[src/rtl/mem_access_unit.sv]
// Load/store initiator for the word-addressed data memory.
// Handles sub-word extraction/extension on loads and read-modify-write on sub-word stores.
module mem_access_unit #(
  parameter int DEPTH_LOG2 = 8
) (
  input  logic        Clk,
  input  logic        ResetN,
  input  logic        ReqValid,
  output logic        ReqReady,
  input  logic        ReqWrite,
  input  logic [1:0]  ReqSize,
  input  logic        ReqSigned,
  input  logic [31:0] ReqAddr,
  input  logic [31:0] ReqWData,
  output logic        RespValid,
  input  logic        RespReady,
  output logic [31:0] RespData,
  output logic        RespError,
  output logic [31:0] Address,
  output logic [31:0] WriteData,
  input  logic [31:0] ReadData,
  output logic        MemRead,
  output logic        MemWrite
);

  typedef enum logic [1:0] {IDLE, READ, WRITE, RESP} state_t;

  state_t      state;
  state_t      next_state;
  logic        req_write;
  logic [1:0]  req_size;
  logic        req_signed;
  logic [1:0]  req_lane;
  logic [31:0] req_wdata;
  logic        req_error;
  logic [31:0] lane_data;
  logic [31:0] lane_mask;
  logic [31:0] load_data;
  logic [31:0] merged_data;

  // Misaligned, reserved-size and out-of-range requests bypass memory entirely.
  always_comb begin
    req_error = (ReqSize == 2'b11)
             || (ReqSize == 2'b01 && ReqAddr[0])
             || (ReqSize == 2'b10 && ReqAddr[1:0] != 2'b00)
             || ((ReqAddr >> (DEPTH_LOG2 + 2)) != 32'd0);
  end

  always_ff @(posedge Clk) begin
    if (!ResetN) state <= IDLE;
    else         state <= next_state;
  end

  always_comb begin
    next_state = state;
    ReqReady   = 1'b0;
    MemRead    = 1'b0;
    MemWrite   = 1'b0;
    RespValid  = 1'b0;
    case (state)
      IDLE: begin
        ReqReady = 1'b1;
        if (ReqValid) begin
          if (req_error)                         next_state = RESP;
          else if (ReqWrite && ReqSize == 2'b10) next_state = WRITE;
          else                                   next_state = READ;
        end
      end
      READ: begin
        MemRead    = 1'b1;
        next_state = req_write ? WRITE : RESP;
      end
      WRITE: begin
        MemWrite   = 1'b1;
        next_state = RESP;
      end
      RESP: begin
        RespValid = 1'b1;
        if (RespReady) next_state = IDLE;
      end
      default: next_state = IDLE;
    endcase
  end

  // Addressed lane is shifted down to bit 0; half lanes use addr[1:0] = {h, 0}.
  always_comb begin
    lane_data = ReadData >> {req_lane, 3'b000};
    lane_mask = (req_size == 2'b00 ? 32'h0000_00FF : 32'h0000_FFFF) << {req_lane, 3'b000};
    case (req_size)
      2'b00:   load_data = {{24{req_signed & lane_data[7]}}, lane_data[7:0]};
      2'b01:   load_data = {{16{req_signed & lane_data[15]}}, lane_data[15:0]};
      default: load_data = ReadData;
    endcase
    merged_data = (ReadData & ~lane_mask) | ((req_wdata << {req_lane, 3'b000}) & lane_mask);
  end

  always_ff @(posedge Clk) begin
    if (!ResetN) begin
      req_write  <= 1'b0;
      req_size   <= 2'b00;
      req_signed <= 1'b0;
      req_lane   <= 2'b00;
      req_wdata  <= 32'd0;
      Address    <= 32'd0;
      WriteData  <= 32'd0;
      RespData   <= 32'd0;
      RespError  <= 1'b0;
    end else begin
      case (state)
        IDLE: begin
          if (ReqValid) begin
            req_write  <= ReqWrite;
            req_size   <= ReqSize;
            req_signed <= ReqSigned;
            req_lane   <= ReqAddr[1:0];
            req_wdata  <= ReqWData;
            if (req_error) begin
              RespError <= 1'b1;
            end else begin
              Address <= {{(32 - DEPTH_LOG2){1'b0}}, ReqAddr[DEPTH_LOG2+1:2]};
              if (ReqWrite) WriteData <= ReqWData;
            end
          end
        end
        READ: begin
          if (req_write) WriteData <= merged_data;
          else           RespData  <= load_data;
        end
        RESP: begin
          if (RespReady) begin
            RespData  <= 32'd0;
            RespError <= 1'b0;
          end
        end
        default: ;
      endcase
    end
  end

endmodule
[config.mk]
export PLATFORM = sky130hd
export DESIGN_NAME = mem_access_unit
export DESIGN_NICKNAME = d
export VERILOG_FILES = /design/src/rtl/mem_access_unit.sv
export SDC_FILE = /design/constraint.sdc
export NUM_CORES = 1
export LEC_CHECK = 0
export CORE_MARGIN = 5
export CORE_UTILIZATION = 48
export CTS_CLUSTER_DIAMETER = 150
export CTS_CLUSTER_SIZE = 25
export DETAILED_ROUTE_END_ITERATION = 6
export HOLD_SLACK_MARGIN = 0.08
export PLACE_DENSITY = 0.86
export SETUP_SLACK_MARGIN = 0.2
export SLEW_MARGIN = 20
export SYNTH_ARGS = -nofsm -noshare
export SYNTH_HDL_FRONTEND = slang
export SYNTH_SLANG_ARGS = --single-unit
[constraint.sdc]
create_clock -name Clk -period 4.97 [get_ports Clk]
set_input_delay 0.7455 -clock Clk [delete_from_list [all_inputs] [get_ports Clk]]
set_output_delay 0.7455 -clock Clk [all_outputs]
set_load 0.02 [all_outputs]
# Word-level counts from Yosys, hierarchy flattened
# Index checks and enable logic that the tools add are counted.
# totals
reg_bits	113
out_inout_bits	101
# op_classes
n_bitwise	7
shifts	3
reduce_logical	19
eq_ne	14
mux	24
# ops
cell	n
$mux W32	6
$pmux W32 S2	3
$and A32 B32 Y32	2
$not A32 Y32	1
$or A32 B32 Y32	1
$reduce_bool A32 Y1	1
$shl A16 B5 Y32	1
$shl A32 B5 Y32	1
$shr A32 B5 Y16	1
$mux W16	1
$ne A2 B2 Y1 const B	7
$eq A2 B2 Y1 const B	4
$mux W1	8
$mux W2	4
$pmux W2 S4	1
$reduce_bool A2 Y1	4
$eq A2 B1 Y1 const B	3
$reduce_and A3 Y1	2
$reduce_and A5 Y1	1
$logic_not A2 Y1	2
$reduce_and A2 Y1	2
$reduce_and A4 Y1	1
$logic_and A1 B1 Y1	3
$logic_or A1 B1 Y1	3
other kinds (3)	4

# Logic depth before layout (Yosys ltp)
# Gate-level depths: netlist of run 1.
# logic_depth
depth_word	8
ltp_mapped	9

# Worst setup path after synthesis of run 1
# Ideal clock, no wire load.
# synth_path
path_kind	input -> register
from	input port ReqAddr[11]
to	register WriteData[12]
path_stages	6
t_arrival_ns	2.126
n_path_buf	1
setup_time_ns	0.116
required_ns	4.854
slack_ns	2.728
path_cell_list	nor4_2 -> nand4_2 -> nor4_4 -> clkbuf_1 -> o211ai_1 -> o211a_1
# synth_via
elab_chain_len	4
# synth_lines
element	line	text
start, declared	13	input logic [31:0] ReqAddr,
$reduce_bool A32 Y1	46	|| ((ReqAddr >> (DEPTH_LOG2 + 2)) != 32'd0);
$logic_or A1 B1 Y1	46	
$ne A2 B2 Y1 (no line)	-	
$reduce_and A5 Y1 (no line)	-	
end signal, assigned	121	if (ReqWrite) WriteData <= ReqWData;
end signal, assigned	126	if (req_write) WriteData <= merged_data;
end, declared	20	output logic [31:0] WriteData,
# No other way between the ends.
# A chain may end at the register's enable or synchronous reset.

# Worst setup path in the final report of run 1
# layout_path
from	input port ReqValid
to	register WriteData[1]
# layout_via
elab_chain_len	2
# layout_lines
element	line	text
start, declared	8	input logic ReqValid,
$ne A2 B2 Y1 (no line)	-	
$reduce_and A5 Y1 (no line)	-	
# No other way between the ends.

==> metrics.md, run 1 <==
| Metric | Value |
|---|---|
| Status | `completed` |
| Max Cap Viol | `0` |
| Routed vias/inst | `5.87` |
| GR Util met3 | `0.0407` |
| Skew final | `0.0100 ns` |
| Initial antenna violation count | `0` |
| Die X | `116 um` |
| CTS Buf Count | `9` |
| Io pins | `205` |
| Worst EP required | `5.19 ns` |
| DR vias | `around 5.5k` |
| Postcts setup bufs | `0` |
| Synth area leaders | `dfxtp_1 (36%), nand2_1 (6.9%), a21oi_1 (5.7%)` |
| Tmin final | `3.47 ns` |
| Routed WL per cell | `slightly below 20 um` |
| Leading area contributor after synthesis | `dfxtp_1` |
| GPL Wtd Cong | `0.899` |
| Worst vdd ir | `382 uV` |
| Initial DRT Pass Iterations | `5` |
| Post-Place Cells | `929` |
| Layout cells sized above 1 | `0.0559` |
| Critical path fanouts, max | `33` |
| CTS Buffer Depth | `2` |
| Detailed placement HPWL | `13900 um` |
| Layout area overhead | `35.5%` |
| Max-slew headroom | `0.338` |
| CTS sink count | `97` |
| Yosys reg bits | `97` |
| Post-DRT Antenna Nets | `0` |
| Die Y | `~120 um` |
| Total gr overflow | `0` |
| Max stage delay on crit path | `0.82 ns` |
| Fin nets | `909` |
| Startpoint Class | `input pin` |
| Residual DRC count | `0` |
| Avg Cell Area, Syn | `8.11 um2` |
| Total GRT Usage | `0.268` |
| Clock root buffer | `clkbuf_8` |
| Vias in the first global route | `5374` |
| Synth Flop Type | `dfxtp_1` |
| Critical path, cell by cell | `clkdlybuf4s50_1, nand2_1, nor4_4, buf_4, or2_1, o21ai_0` |
| Initial core utilization | `0.493` |
| Synth cell count leaders | `nand2_1 (98), dfxtp_1 (97), a21oi_1 (61)` |
| Hold_buf cts | `0` |
| Buf/Inv on CP | `2` |
| Clk slew on worst S/H paths | `0.09 ns` |
| Pwr Density | `362 nW/um2` |
| FMAX | `0.288 GHz` |
| Core area | `roughly 11000 um2` |
| Synth top area share | `0.362` |
| WS Path Type | `in -> reg` |
| Clk Latency, worst-skew pair | `0.38 ns` |
| H-tree depth | `3` |
| Crit path max-delay family | `simple AND/OR/NAND/NOR gates` |
| Site Rows | `38` |
| Endpoints failing setup | `0` |
| Sequential-to-total area share from yosys stat | `0.362` |
| RSZ-0062 raised after global routing | `no` |
| Final setup TNS | `0 ns` |
| DRT iter0 DRCs | `668` |
| Period utilization | `0.699` |
| Post-CTS resize count | `0` |
| Non-filler instance count after layout | `945` |
| Mapped Area | `5360 um2` |
| Final core occ | `0.668` |
| LEAKAGE | `2.83 nW` |
| Busiest grt layer | `met2` |
| CTS tree | `done` |
| Ys async rst share | `0` |
| Slew @ Worst Pin | `~1 ns` |
| Largest net degree at the start of global routing | `78` |
| Fillers | `about 920` |
| Met2 global-route usage | `0.430` |
| Port buffer count | `180` |
| Gate Count Post-Synth | `661` |
| Synth warn | `0` |
| Slowest-stage cell, CP | `or2_1` |
| Crit. End Element | `register` |
| Crit path DAT | `3.69 ns` |
| Final hold violation count | `0` |
| Global-route met1 utilization | `0.360` |
| Die ar. | `13400 um2` |
| ANT cells | `0` |
| Post-synth EDFFs | `0` |
| Most instantiated library cell after synthesis | `nand2_1` |
| Max-slew violation count | `0` |
| Yosys cell types | `48` |
| WL final | `roughly 18000 um` |
| Global-route wire length before repair | `28200 um` |
| Hold crit path type | `reg -> reg` |
-- power breakdown --
group / internal, W / switching, W
Sequential: 0.000862 / 0.0000693
Combinational: 0.000450 / 0.000718
Clock: 0.000248 / 0.000283
Total: 0.00156 / 0.00107
-- path summary, 6_finish.rpt --
check,from,to,slack [ns],cells after the start
hold reg to reg,RespData[0],RespData[0],0.46,2
hold / removal,RespData[0],RespData[0],0.46,2
setup reg to reg,state[0],WriteData[1],1.64,7
setup / recovery,ReqValid,WriteData[1],1.50,6
-- placed cells by master, fill, tap and decap left out, types with 16 or more instances in the layout --
master           count
a221o_1             16
a21oi_1             61
a31oi_1             16
o21ai_0             31
mux2i_1             23
o211a_1             16
nor2_1              32
conb_1              24
o22ai_1             16
nand2_1             98
o211ai_1            17
dfxtp_1             97
nand2b_1            20
clkdlybuf4s50_1    180
-- worst min-delay path: stages, from the launching register on --
cell and delay (ns):
dfxtp_1 0.32, nand2_1 0.05, a21oi_1 0.05
-- metal layers --
layer | up-vias | routed length, um
met2 | 272 | 8840
met1 | 2621 | 7650
li1 | 2610 | -
met5 | - | 0
met3 | 44 | 1440
met4 | 0 | 519
-- stage by stage --
stage / instance area (um2) / setup WS [ns] / hold WS, ns / power (W)
floorplan: 5450 / 2.73 / 0.444 / 0.00170
global placement: 7070 / 1.27 / 0.443 / 0.00206
detailed placement: 7070 / 1.12 / 0.446 / 0.00209
CTS: 7270 / 1.50 / 0.459 / 0.00261
global route: 7270 / 1.21 / 0.492 / 0.00277
finish: 7270 / 1.50 / 0.459 / 0.00263
-- cells by family after synthesis --
group	after synthesis	synth area share
AOI/OAI and AO/OA	215	0.273
adders and majority gates	5	0.0117
buffers and inverters	97	0.0891
DFF	97	0.362
muxes	33	0.0660
other	1	0.000699
and+or+nand+nor	213	0.197
-- flip-flops by register name, summed over array words and instances (netlist names) --
register,count
req_size,2
Address,8
req_signed,1
req_write,1
WriteData,32
req_wdata,16
RespData,32
RespError,1
state,2
req_lane,2
-- layout make-up --
class                   instances  area [um2]  share of cell area
clock buffers                  12         145              0.0200
flip-flops and latches         97        1940               0.267
multi-input cells             490        3040               0.418
inverters                      13        48.8             0.00671
repair buffers                189        1870               0.257
well taps                     140         175              0.0241
clock inverters                 4        51.3             0.00706
Power figures use the tool's default switching activity.
==> run 2, diff against run 1 <==
CORE_UTILIZATION = 44   (was 48)
PLACE_DENSITY = 0.8   (was 0.86)
clock period = 3.3 ns   (was 4.97 ns; I/O delays follow)
==> run 2 against run 1 <==
- sequential cell count did not move
- cell count increased by 1.4%
- clock-buffer cell count stayed put
- worst hold slack better by 0.0026 ns
- sequential power increased by 52%
- critical path type is now reg -> out
- critical endpoint is now MemRead
- largest power group unchanged
- highest routed layer unchanged
==> metrics.md, run 2 (same netlist as run 1, synthesis figures left out) <==
| Metric | Value |
|---|---|
| Status | `completed (unchanged)` |
| Max-slew violation count | `0 (unchanged)` |
| Skew final | `0.00646 ns (was 0.0100 ns)` |
| Pwr Density | `579 nW/um2 (was 362 nW/um2)` |
| Die ar. | `14500 um2 (was 13400 um2)` |
| GPL Wtd Cong | `0.898 (was 0.899)` |
| Fin nets | `915 (was 909)` |
| Global-route wire length before repair | `29300 um (was 28200 um)` |
| Postcts setup bufs | `0 (unchanged)` |
| Initial antenna violation count | `0 (unchanged)` |
| Post-CTS resize count | `0 (unchanged)` |
| WL final | `18700 um (was 18400 um)` |
| Largest net degree at the start of global routing | `48 (was 78)` |
| Combinational power share | `0.412 (was 0.444)` |
| Hold endpoint | `RespData[1] (was RespData[0])` |
| CTS sink count | `97 (unchanged)` |
| ANT cells | `0 (unchanged)` |
| Net Sw Power | `0.00164 W (was 0.00107 W)` |
| Die Y | `120 um (was 116 um)` |
| Dpl cell area | `7130 um2 (was 7070 um2)` |
| Startpoint Class | `register (was input pin)` |
| Initial core utilization | `0.448 (was 0.493)` |
| Crit. End Element | `primary output (was register)` |
| Worst EP required | `2.80 ns (was 5.19 ns)` |
| Vias in the first global route | `5485 (was 5374)` |
| Critical path, cell by cell | `inv_1, ha_2, buf_4, clkdlybuf4s50_1 (was clkdlybuf4s50_1, nand2_1, nor4_4, buf_4, or2_1, o21ai_0)` |
| Clk Latency, worst-skew pair | `0.34 ns (was 0.38 ns)` |
| Max Cap Viol | `0 (unchanged)` |
| P_int | `0.00267 W (was 0.00156 W)` |
| Period utilization | `0.773` |
| Design area | `7440 um2 (was 7270 um2)` |
| FMAX | `approximately 0.39 GHz` |
| H-tree depth | `3 (unchanged)` |
| Port buffer count | `180 (unchanged)` |
| Crit path DAT | `2.06 ns (was 3.69 ns)` |
| Routed vias/inst | `5.90 (was 5.87)` |
| Final setup TNS | `0 ns (unchanged)` |
| Sw Ratio | `0.381 (was 0.407)` |
| Detailed placement HPWL | `14300 um (was 13900 um)` |
| WS Path Type | `reg -> out (was in -> reg)` |
| Slew @ Worst Pin | `0.854 ns (was 0.993 ns)` |
| Die X | `120 um (was 116 um)` |
| Final hold violation count | `0 (unchanged)` |
| Total gr overflow | `0 (unchanged)` |
| Final core occ | `0.622 (was 0.668)` |
| Worst hold stages | `2 (unchanged)` |
| Clock root buffer | `clkbuf_16 (was clkbuf_8)` |
| Total GRT Usage | `0.252 (was 0.268)` |
| Routed WL per cell | `19.6 um (was 19.5 um)` |
| DRT iter0 DRCs | `506 (was 668)` |
| Core area | `12000 um2 (was 10900 um2)` |
| CTS Buf Count | `9 (unchanged)` |
| Most frequent cells in the layout | `clkdlybuf4s50_1 (180), nand2_1 (98), dfxtp_1 (97) (unchanged)` |
| Worst Hold Launch | `RespData[1] (was RespData[0])` |
| Site Rows | `40 (was 38)` |
| Tmin final | `2.55 ns` |
| R2R cell count | `5 (was 7)` |
| Post-Place Cells | `942 (was 929)` |
| LEAKAGE | `2.91 nW (was 2.83 nW)` |
| RR Startpoint | `req_lane[0] (was state[0])` |
| RSZ-0062 raised after global routing | `no (unchanged)` |
| Hold crit path type | `reg -> reg (unchanged)` |
| Post-DRT Antenna Nets | `0 (unchanged)` |
| DR vias | `5652 (was 5547)` |
| Clk slew on worst S/H paths | `0.07 ns (was 0.09 ns)` |
| Worst vdd ir | `284 uV (was 382 uV)` |
| Critical R2R Capture | `WriteData[22] (was WriteData[1])` |
| Initial DRT Pass Iterations | `7 (was 5)` |
| CTS tree | `done (unchanged)` |
| Layout cells sized above 1 | `0.0617 (was 0.0559)` |
| Total chip power | `0.00431 W (was 0.00263 W)` |
| Non-filler instance count after layout | `958 (was 945)` |
| Layout area overhead | `38.7% (was 35.5%)` |
| R2r setup slk | `0.79 ns (was 1.64 ns)` |
| Most common cell after layout, fill and taps aside | `clkdlybuf4s50_1 (unchanged)` |
| Slowest-stage cell, CP | `clkdlybuf4s50_1 (was or2_1)` |
| Io pins | `205 (unchanged)` |
| Max stage delay on crit path | `0.68 ns (was 0.82 ns)` |
| CTS Buffer Depth | `2 (unchanged)` |
| Hold_buf cts | `0 (unchanged)` |
| Clk pwr share | `0.259 (was 0.202)` |
| Critical path fanouts, max | `33 (unchanged)` |
| Residual DRC count | `0 (unchanged)` |
| Endpoints failing setup | `0 (unchanged)` |
| Share of power burned in registers | `0.329 (was 0.354)` |
| Max-slew headroom | `0.431 (was 0.338)` |
| Largest registers | `RespData: 32 flops, WriteData: 32 flops, req_wdata: 16 flops (unchanged)` |
-- run 2: worst max-delay path by stage --
stage / slack (ns) / endpoint / cells past startpoint / startpoint
after floorplan: 1.25 / RespData[21] / 8 / state[1]
after global placement: 0.76 / WriteData[11] / 7 / ReqAddr[29]
after detailed placement: 0.66 / WriteData[17] / 7 / ReqAddr[13]
after CTS: 0.74 / MemRead / 4 / state[1]
after global routing: 0.63 / RespData[17] / 5 / state[1]
final: 0.75 / MemRead / 4 / state[1]
-- run 2: worst max-delay path: cells and delay by family, from the launching register on --
kind                     cells  cell delay (ns)
buffers and inverters        3             1.13
flip-flops                   1             0.33
adder cells (fa/ha/maj)      1             0.24
-- run 2: metrics by stage --
stage	hold slack, ns	worst slack, ns
finish	0.461	0.748
detailed placement	0.450	0.664
floorplan	0.444	1.25
global placement	0.445	0.761
CTS	0.462	0.745
global route	0.488	0.632
-- run 2: area by class of cell --
cell class	count	area, um2
clock buffer	12	236
clock inverter	4	77.6
fill	1015	4520
inverter	13	48.8
multi-input combinational	490	3040
sequential	97	1940
tap	147	184
timing repair buffer	195	1910
-- run 2: per-layer routing --
| metal | routed length [um] | GRT usage | vias up |
|---|---|---|---|
| met2 | 8890 | 0.416 | 313 |
| met5 | 0 | 0 | - |
| met3 | 1560 | 0.0543 | 47 |
| met4 | 584 | 0.0956 | 0 |
| li1 | - | - | 2627 |
| met1 | 7710 | 0.324 | 2665 |
-- run 2: power by group through the flow --
| stage | combinational [W] | clock [W] | sequential (W) |
|---|---|---|---|
| after floorplan | 0.00109 | 0 | 0.00148 |
| after global placement | 0.00170 | 0 | 0.00143 |
| after detailed placement | 0.00174 | 0 | 0.00144 |
| after CTS | 0.00175 | 0.00113 | 0.00141 |
| after global routing | 0.00192 | 0.00118 | 0.00143 |
| final | 0.00178 | 0.00112 | 0.00142 |
==> run 3, diff against run 2 <==
CORE_UTILIZATION = 40   (was 44)
PLACE_DENSITY = 0.77   (was 0.8)
clock period = 2.1 ns   (was 3.3 ns; I/O delays follow)
==> run 3 against run 2 <==
- sequential power grew 56%
- critical path depth grew 4
- highest routed layer unchanged
- critical path type is now in -> reg
- register-to-register slack lost 0.52 ns
==> metrics.md, run 3 (same netlist as run 1, synthesis figures left out) <==
| Metric | Value |
|---|---|
| Initial antenna violation count | `0 (unchanged)` |
| Clk pwr share | `0.240 (was 0.259)` |
| Layout area overhead | `49.1% (was 38.7%)` |
| Final core occ | `0.607 (was 0.622)` |
| Skew final | `0.0100 ns (was 0.00646 ns)` |
| CTS sink count | `97 (unchanged)` |
| Slew @ Worst Pin | `0.579 ns (was 0.854 ns)` |
| Site Rows | `42 (was 40)` |
| LEAKAGE | `3.28 nW (was 2.91 nW)` |
| Clk Latency, worst-skew pair | `0.35 ns (was 0.34 ns)` |
| Max Cap Viol | `0 (unchanged)` |
| Fin nets | `953 (was 915)` |
| Residual DRC count | `0 (unchanged)` |
| Sw Ratio | `0.380 (was 0.381)` |
| Detailed placement HPWL | `13700 um (was 14300 um)` |
| Post-DRT Antenna Nets | `0 (unchanged)` |
| ANT cells | `0 (unchanged)` |
| RSZ-0062 raised after global routing | `no (unchanged)` |
| P_int | `0.00429 W (was 0.00267 W)` |
| WL final | `18700 um (about the same)` |
| Layout cells sized above 1 | `0.125 (was 0.0617)` |
| Startpoint Class | `input pin (was register)` |
| Total gr overflow | `0 (unchanged)` |
| Port buffer count | `180 (unchanged)` |
| Core area | `13200 um2 (was 12000 um2)` |
| Routed WL per cell | `18.2 um (was 19.6 um)` |
| Crit. End Element | `register (was primary output)` |
| Total chip power | `0.00692 W (was 0.00431 W)` |
| Initial DRT Pass Iterations | `5 (was 7)` |
| DRT iter0 DRCs | `637 (was 506)` |
| CTS Buf Count | `9 (unchanged)` |
| Hold crit path type | `in -> reg (was reg -> reg)` |
| Die Y | `126 um (was 120 um)` |
| Die X | `126 um (was 120 um)` |
| FMAX | `approximately 0.54 GHz` |
| Worst EP required | `2.35 ns (was 2.80 ns)` |
| CTS tree | `done (unchanged)` |
| CTS Buffer Depth | `2 (unchanged)` |
| Tmin final | `1.86 ns` |
| DR vias | `5609 (was 5652)` |
| Crit path DAT | `2.11 ns (was 2.06 ns)` |
| GPL Wtd Cong | `0.900 (was 0.898)` |
| Total GRT Usage | `0.222 (was 0.252)` |
| Clock root buffer | `clkbuf_16 (unchanged)` |
| Vias in the first global route | `5247 (was 5485)` |
| Final setup TNS | `0 ns (unchanged)` |
| Share of power burned in registers | `0.320 (was 0.329)` |
| Clk slew on worst S/H paths | `0.07 ns (about the same)` |
| Largest registers | `RespData: 32 flops, WriteData: 32 flops, req_wdata: 16 flops (unchanged)` |
| Max-slew violation count | `0 (unchanged)` |
| Final hold violation count | `0 (unchanged)` |
| Routed vias/inst | `5.48 (was 5.90)` |
| Fin Hold WS | `0.408 ns (was 0.461 ns)` |
| Global-route wire length before repair | `28100 um (was 29300 um)` |
| Initial core utilization | `0.407 (was 0.448)` |
| Max-slew headroom | `0.613 (was 0.431)` |
| Critical path fanouts, max | `16 (was 33)` |
| Combinational power share | `0.439 (was 0.412)` |
| Period utilization | `0.886` |
| Die ar. | `15800 um2 (was 14500 um2)` |
| Most common cell after layout, fill and taps aside | `clkdlybuf4s50_1 (unchanged)` |
| H-tree depth | `3 (unchanged)` |
| Net Sw Power | `0.00263 W (was 0.00164 W)` |
| WS Path Type | `in -> reg (was reg -> out)` |
| Status | `completed (unchanged)` |
| Largest net degree at the start of global routing | `50 (was 48)` |
| Worst vdd ir | `478 uV (was 284 uV)` |
| Most frequent cells in the layout | `clkdlybuf4s50_1 (162), nand2_1 (97), dfxtp_1 (93) (was clkdlybuf4s50_1 (180), nand2_1 (98), dfxtp_1 (97))` |
| Pwr Density | `865 nW/um2 (was 579 nW/um2)` |
| Io pins | `205 (unchanged)` |
| Endpoints failing setup | `0 (unchanged)` |
run 3: cell count changes in the layout (fill, tap and decap cells not counted), moves of 3 or more:
cell | previous run | this run
dlymetal6s2s_1 | 0 | 14
buf_12 | 0 | 7
dfxtp_2 | 0 | 4
dlygate4sd2_1 | 0 | 3
buf_6 | 0 | 5
clkbuf_1 | 3 | 0
buf_4 | 15 | 37
clkdlybuf4s50_1 | 180 | 162
dfxtp_1 | 97 | 93
run 3: worst max-delay path, cell delays in order:
cell and delay [ns]:
clkdlybuf4s50_1 0.51, a21oi_1 0.08, o211ai_1 0.32, nor4_4 0.06
buf_6 0.15, or2_4 0.27, clkbuf_16 0.19, o211a_1 0.20
run 3: cell type report:
cell class	instances	area, um2
repair buffers	232	2380
multi-input cells	491	3110
clock buffers	10	239
flip-flops and latches	97	1950
well taps	176	220
inverters	13	48.8
fillers	1182	5190
clock inverters	5	56.3
run 3: final timing paths:
path,startpoint,to,slack (ns),cells past startpoint
worst max-delay path,ReqAddr[0],WriteData[24],0.24,8
worst min-delay path,ReqSize[0],req_size[0],0.41,4
worst max register to register,state[1],WriteData[5],0.27,9
worst min register to register,RespData[3],RespData[3],0.46,2
run 3: per-layer routing:
layer / wire length (um) / track usage / up-vias
li1: - / - / 2711
met1: 8190 / 0.304 / 2629
met2: 8760 / 0.347 / 234
met3: 1240 / 0.0436 / 35
met4: 475 / 0.0852 / 0
met5: 0 / 0 / -
run 3: stage by stage:
stage	setup WS (ns)	area (um2)	instances
2_1_floorplan	0.230	5460	684
3_3_place_gp	-0.0884	7450	997
3_5_place_dp	-0.129	7450	997
4_1_cts	0.131	7830	1016
5_1_grt	0.201	8000	1024
6_report	0.239	8000	1024
run 3: timing repair:
action,4_1_cts,5_1_grt
endpoints found under the setup margin,53,72
gates cloned,1,3
hold buffers,0,0
resized for setup,14,30
pin swaps,4,14
buffers inserted,3,5
run 3: power groups by stage:
stage | logic (W) | registers, W | clock network, W
final | 0.00304 | 0.00222 | 0.00166
after floorplan | 0.00172 | 0.00232 | 0
after global routing | 0.00331 | 0.00224 | 0.00177
after CTS | 0.00292 | 0.00220 | 0.00169
after global placement | 0.00287 | 0.00223 | 0
after detailed placement | 0.00288 | 0.00224 | 0
